`src/rtl/dct_transpose_sched.sv`:
```
// Transpose scheduler between the row and column passes of an 8x8 2D-DCT.
// Serial row-pass coefficients are written row-major into one of two 64-entry
// banks. Each full bank is then read out one column per beat: 8 coefficients
// packed together, lane r holding row r.
//
// Ports
//   clk_i, rst_n_i                         clock, async active-low reset
//   in_tdata/tvalid/tready/tuser/tlast     serial row-pass stream (tuser = beat 0, tlast = beat 63)
//   out_tdata/tvalid/tready/tuser/tlast    column stream (tuser = column 0, tlast = column 7)
//   sync_err_o                             one-cycle pulse when tuser arrives mid-block
module dct_transpose_sched #(
    parameter int unsigned COEF_WIDTH = 16
) (
    input  logic                      clk_i,
    input  logic                      rst_n_i,
    input  logic [COEF_WIDTH-1:0]     in_tdata,
    input  logic                      in_tvalid,
    output logic                      in_tready,
    input  logic                      in_tuser,
    input  logic                      in_tlast,
    output logic [8*COEF_WIDTH-1:0]   out_tdata,
    output logic                      out_tvalid,
    input  logic                      out_tready,
    output logic                      out_tuser,
    output logic                      out_tlast,
    output logic                      sync_err_o
);

    localparam int unsigned N_LANES = 8;
    localparam int unsigned OUT_W   = N_LANES * COEF_WIDTH;
    localparam int unsigned IDX_W   = 6;

    // Buffer storage: [bank][row][col]; deliberately not reset.
    logic [COEF_WIDTH-1:0] r_mem [2][N_LANES][N_LANES];

    logic [1:0]       r_full;
    logic [1:0]       r_sof;
    logic [1:0]       r_eol;
    logic             r_wr_bank;
    logic [IDX_W-1:0] r_wr_idx;
    logic             r_rd_bank;
    logic [2:0]       r_rd_col;
    // Holds in_tready low until the first clock after reset release.
    logic             r_run;

    logic             w_in_hs;
    logic             w_resync;
    logic             w_wr_last;
    logic [2:0]       w_wr_row;
    logic [2:0]       w_wr_col;
    logic             w_rd_load;
    logic             w_rd_last;
    logic [1:0]       w_full_set;
    logic [1:0]       w_full_clr;
    logic [OUT_W-1:0] w_col;

    assign in_tready = r_run && !r_full[r_wr_bank];
    assign w_in_hs   = in_tvalid && in_tready;

    // A start-of-frame mid-block restarts the current bank at index 0.
    assign w_resync  = w_in_hs && in_tuser && (r_wr_idx != '0);
    assign w_wr_last = w_in_hs && !w_resync && (r_wr_idx == IDX_W'(63));
    assign w_wr_row  = w_resync ? 3'd0 : r_wr_idx[5:3];
    assign w_wr_col  = w_resync ? 3'd0 : r_wr_idx[2:0];

    assign w_rd_load = r_full[r_rd_bank] && (!out_tvalid || out_tready);
    assign w_rd_last = w_rd_load && (r_rd_col == 3'd7);

    // Write side only sets a non-full bank, read side only clears a full one,
    // so the two masks never overlap.
    assign w_full_set = w_wr_last ? (2'b01 << r_wr_bank) : 2'b00;
    assign w_full_clr = w_rd_last ? (2'b01 << r_rd_bank) : 2'b00;

    // Column gather: lane r is row r of the selected column.
    for (genvar g = 0; g < N_LANES; g++) begin : g_col
        assign w_col[g*COEF_WIDTH +: COEF_WIDTH] = r_mem[r_rd_bank][g][r_rd_col];
    end

    // Buffer write port.
    always_ff @(posedge clk_i) begin
        if (w_in_hs) begin
            r_mem[r_wr_bank][w_wr_row][w_wr_col] <= in_tdata;
        end
    end

    // Write-side control and bank ownership.
    always_ff @(posedge clk_i or negedge rst_n_i) begin
        if (!rst_n_i) begin
            r_run      <= 1'b0;
            r_full     <= 2'b00;
            r_sof      <= 2'b00;
            r_eol      <= 2'b00;
            r_wr_bank  <= 1'b0;
            r_wr_idx   <= '0;
            sync_err_o <= 1'b0;
        end else begin
            r_run      <= 1'b1;
            r_full     <= (r_full | w_full_set) & ~w_full_clr;
            sync_err_o <= w_resync;
            if (w_resync) begin
                r_sof[r_wr_bank] <= 1'b1;
                r_wr_idx         <= IDX_W'(1);
            end else if (w_in_hs) begin
                if (r_wr_idx == '0) begin
                    r_sof[r_wr_bank] <= in_tuser;
                end
                if (w_wr_last) begin
                    r_eol[r_wr_bank] <= in_tlast;
                    r_wr_bank        <= ~r_wr_bank;
                end
                r_wr_idx <= r_wr_idx + IDX_W'(1);
            end
        end
    end

    // Registered output stage; holds its contents while stalled.
    always_ff @(posedge clk_i or negedge rst_n_i) begin
        if (!rst_n_i) begin
            out_tdata  <= '0;
            out_tvalid <= 1'b0;
            out_tuser  <= 1'b0;
            out_tlast  <= 1'b0;
            r_rd_bank  <= 1'b0;
            r_rd_col   <= 3'd0;
        end else if (w_rd_load) begin
            out_tdata  <= w_col;
            out_tvalid <= 1'b1;
            out_tuser  <= r_sof[r_rd_bank] && (r_rd_col == 3'd0);
            out_tlast  <= r_eol[r_rd_bank] && (r_rd_col == 3'd7);
            r_rd_col   <= r_rd_col + 3'd1;
            if (r_rd_col == 3'd7) begin
                r_rd_bank <= ~r_rd_bank;
            end
        end else if (out_tready) begin
            out_tvalid <= 1'b0;
            out_tuser  <= 1'b0;
            out_tlast  <= 1'b0;
        end
    end

endmodule

```
`config.mk`:
```
export PLATFORM = sky130hd
export DESIGN_NAME = dct_transpose_sched
export DESIGN_NICKNAME = d
export VERILOG_FILES = /design/src/rtl/dct_transpose_sched.sv
export SDC_FILE = /design/constraint.sdc
export NUM_CORES = 2
export LEC_CHECK = 0
export CAP_MARGIN = 20
export CORE_ASPECT_RATIO = 1.75
export CORE_MARGIN = 1.5
export CORE_UTILIZATION = 40
export DETAILED_ROUTE_END_ITERATION = 10
export GPL_ROUTABILITY_DRIVEN = 0
export GPL_TIMING_DRIVEN = 0
export SLEW_MARGIN = 20
export SYNTH_ARGS = -nofsm -noshare
export SYNTH_HDL_FRONTEND = slang
export SYNTH_SLANG_ARGS = --single-unit
```
`constraint.sdc`:
```
create_clock -name clk_i -period 3.3 [get_ports clk_i]
set_clock_uncertainty 0.05 [all_clocks]
set_input_delay 0.66 -clock clk_i [delete_from_list [all_inputs] [get_ports clk_i]]
set_output_delay 0.66 -clock clk_i [all_outputs]
set_load 0.02 [all_outputs]
```
==> metrics.yaml <==
crit_type: "flip-flop to flip-flop"
io_buffers: 154
async_reset_ff_frac: 0.0682
first_pass_iters: 7
io_pins: 155
final.setup.tns_ns: 0
cp_slowest_stage_delay_ns: 0.66
final-seq-area_um2: 65300
yosysSeqAreaShare: 0.787
cp.required_ns: 3.80
dp_hpwl_mm: 144
drc: 0
layout_common_cells: "edfxtp_1 (2,048), mux4_2 (512), o22ai_1 (256), clkbuf_16 (193), dfrtp_1 (149)"
setup_violations: 0
clk_latency_ns: 0.83
die_h_um: 605
startpoint_type: "flip-flop"
maxCapViolCount: 0
grt_usage: 0.212
wirelength_mm: 224
grt_pass1_vias: 42086
num_rows: 220
multiInputGateArea_um2: 17500
utilization: 0.475
layout_commonest_cell: "edfxtp_1"
critical_path.max_fanout: 10
cp_cell_sequence: "clkbuf_2 -> inv_1 -> ha_1 -> a31oi_4 -> a22oi_1 -> buf_4 -> nor3_2 -> buf_4 -> buf_4"
clkSinkCount: 2198
hold_violations: 0
grt_pass1_wl_mm: 315
cp_slowest_cell: "a22oi_1"
holdWs_ns: 0.130
vias_per_cell: 5.73
synthFlopType: "edfxtp_1"
max-vdd-ir-drop_v: 0.000395
totalPowerFinal_mw: 54.3
cp.arrival_ns: 3.76
rsz0062_at_grt: "true"
grt_max_degree: 107
cts_tree: "done"
syn_nets: 3709
first_iter_violations: 3953
htreeDepth: 4
clk_pin_slew_ns: 0.07
yosys_warnings: 0
hold_path.class: "primary input to flip-flop"
timing.fmax_mhz: 306
wl_per_cell_um: 31.7
outcome: "finished, final reports clean"
core_area_um2: 206000
antenna_left: 0
crit_path_frequent_cell: "buf_4"
dieArea_um2: 210000
min_period_ns: 3.27
cts_buffers: 189
p_leak_nw: 31.3
worstMarginPinSlew_ns: 1.11
yosys_register_bits: 2198
die_w_um: 347
timing.final.crit_share: 0.990
antenna_found_initial: 9
grt-ovfl-total: 0
p_per_area_nw_per_um2: 556
cts_root_buffer: "clkbuf_16"
area_growth_pct: 17.9
end_kind: "flip-flop"
slew_viol_final: 0
syn_inst: 3682
synth-edff-count: 2048
nets: 4256
final_layout_size_suffix_gt1_frac: 0.323
start_util: 0.403
syn_area_um2: 82900
vias: 40409
slew_headroom: 0.256
ys_types: 47
ctsLongestPathBuffers: 4
syn_area_per_cell_um2: 22.5
nFillCells: 16473
## report_power, final
group / internal (mW) / total, mW / switching, mW
logic: 0.450 / 1.66 / 1.21
clock network: 12.1 / 22.1 / 9.95
registers: 30.6 / 30.6 / 0.0474
total: 43.1 / 54.3 / 11.2
## per-stage QoR
step                instance area [µm²]  worst slack, ns  cells
global route                      97800          -0.0868   7045
detailed placement                90000            -1.12   6599
global placement                  87800            -7.29   6500
CTS                               97400           0.0120   7023
finish                            97800           0.0345   7048
floorplan                         82900           0.0573   3682
## timing repair
item                                     CTS  global route
resized for setup                         43            10
pin swaps                                 46            12
hold buffers                               1             0
endpoints found under the setup margin  1606           294
endpoints found under the hold margin     30             0
cloned                                     0             0
buffers inserted                          83            20
## Yosys cell counts, types with 2 or more instances
master / n / area share
edfxtp_1: 2048 / 0.74
mux4_2: 512 / 0.14
o22ai_1: 256 / 0.019
nor2_1: 190 / 0.0086
dfrtp_1: 150 / 0.045
mux2_2: 133 / 0.018
buf_2: 80 / 0.0048
clkbuf_1: 69 / 0.0031
a21oi_1: 55 / 0.0033
buf_4: 30 / 0.0027
buf_6: 18 / 0.0024
nor3_1: 18 / 0.0011
buf_1: 16 / 0.00072
nor2_2: 10 / 0.00075
inv_1: 9 / 0.00041
o21ai_0: 9 / 0.00054
nand3_1: 8 / 0.00048
nand2_1: 7 / 0.00032
nand4_1: 7 / 0.00053
a22o_1: 5 / 0.00053
ha_1: 5 / 0.00075
o2111ai_1: 5 / 0.00053
o211ai_2: 5 / 0.00075
nand2b_1: 4 / 0.00030
o211ai_1: 4 / 0.00036
xnor2_1: 3 / 0.00032
and2_1: 2 / 0.00015
and3_1: 2 / 0.00015
nand4b_2: 2 / 0.00036
nor2b_1: 2 / 0.00015
o31ai_1: 2 / 0.00018
## final timing paths
check	end	slack, ns	start	cells past startpoint
max in group asynchronous	out_tdata[99]$_DFFE_PN0P_	1.74	rst_n_i	4
setup / recovery	r_mem[1][764]$_DFFE_PP_	0.03	r_wr_idx[1]$_DFFE_PN0P_	9
hold reg to reg	r_eol[1]$_DFFE_PN0P_	0.46	r_eol[1]$_DFFE_PN0P_	1
setup reg to reg	r_mem[1][764]$_DFFE_PP_	0.03	r_wr_idx[1]$_DFFE_PN0P_	9
min in group asynchronous	out_tdata[71]$_DFFE_PN0P_	0.30	rst_n_i	2
hold / removal	r_mem[0][208]$_DFFE_PP_	0.13	in_tdata[0]	1
## layer usage
metal  global-route usage  vias to the layer above  share of wire
met3               0.0308                      352          0.058
met5                    0                        -       0.000054
met4               0.0801                        2          0.040
li1                     -                    16615              -
met1                0.255                    22032           0.37
met2                0.385                     1408           0.54
## logic make-up after synthesis
family,count (synthesis),synth area share
buffers and inverters,224,0.0145
other,1,0.0000452
adder cells (fa/ha/maj),5,0.000755
XOR/XNOR,3,0.000317
multiplexers,646,0.157
flip-flops,2198,0.787
AND/OR/NAND/NOR,257,0.0135
AO/OA/AOI/OAI,348,0.0264
## registers in the layout, indices dropped and copies added, names as in the netlist
| register | count |
|---|---|
| r_mem | 2048 |
| out_tdata | 128 |
| r_wr_idx | 6 |
| r_rd_col | 3 |
| r_eol | 2 |
| r_full | 2 |
| r_sof | 2 |
| out_tlast | 1 |
| out_tuser | 1 |
| out_tvalid | 1 |
| r_rd_bank | 1 |
| r_run | 1 |
| r_wr_bank | 1 |
| sync_err_o | 1 |
## worst max-delay path, delay by kind of cell (launching register included)
| family | cells | cell delay, ns |
|---|---|---|
| AOI/OAI and AO/OA | 2 | 0.81 |
| and+or+nand+nor | 1 | 0.12 |
| adders and majority gates | 1 | 0.27 |
| DFF | 1 | 0.40 |
| buffers and inverters | 5 | 1.31 |
## layout make-up
| type | instances | area share |
|---|---|---|
| tap | 2664 | 0.0341 |
| inverter | 10 | 0.000384 |
| buffer | 212 | 0.0125 |
| clock buffer | 270 | 0.0546 |
| antenna | 4 | 0.000102 |
| multi-input combinational | 1260 | 0.179 |
| sequential | 2198 | 0.668 |
| timing repair buffer | 358 | 0.0455 |
| clock inverter | 72 | 0.00664 |
(Power assumes the default switching activity.)
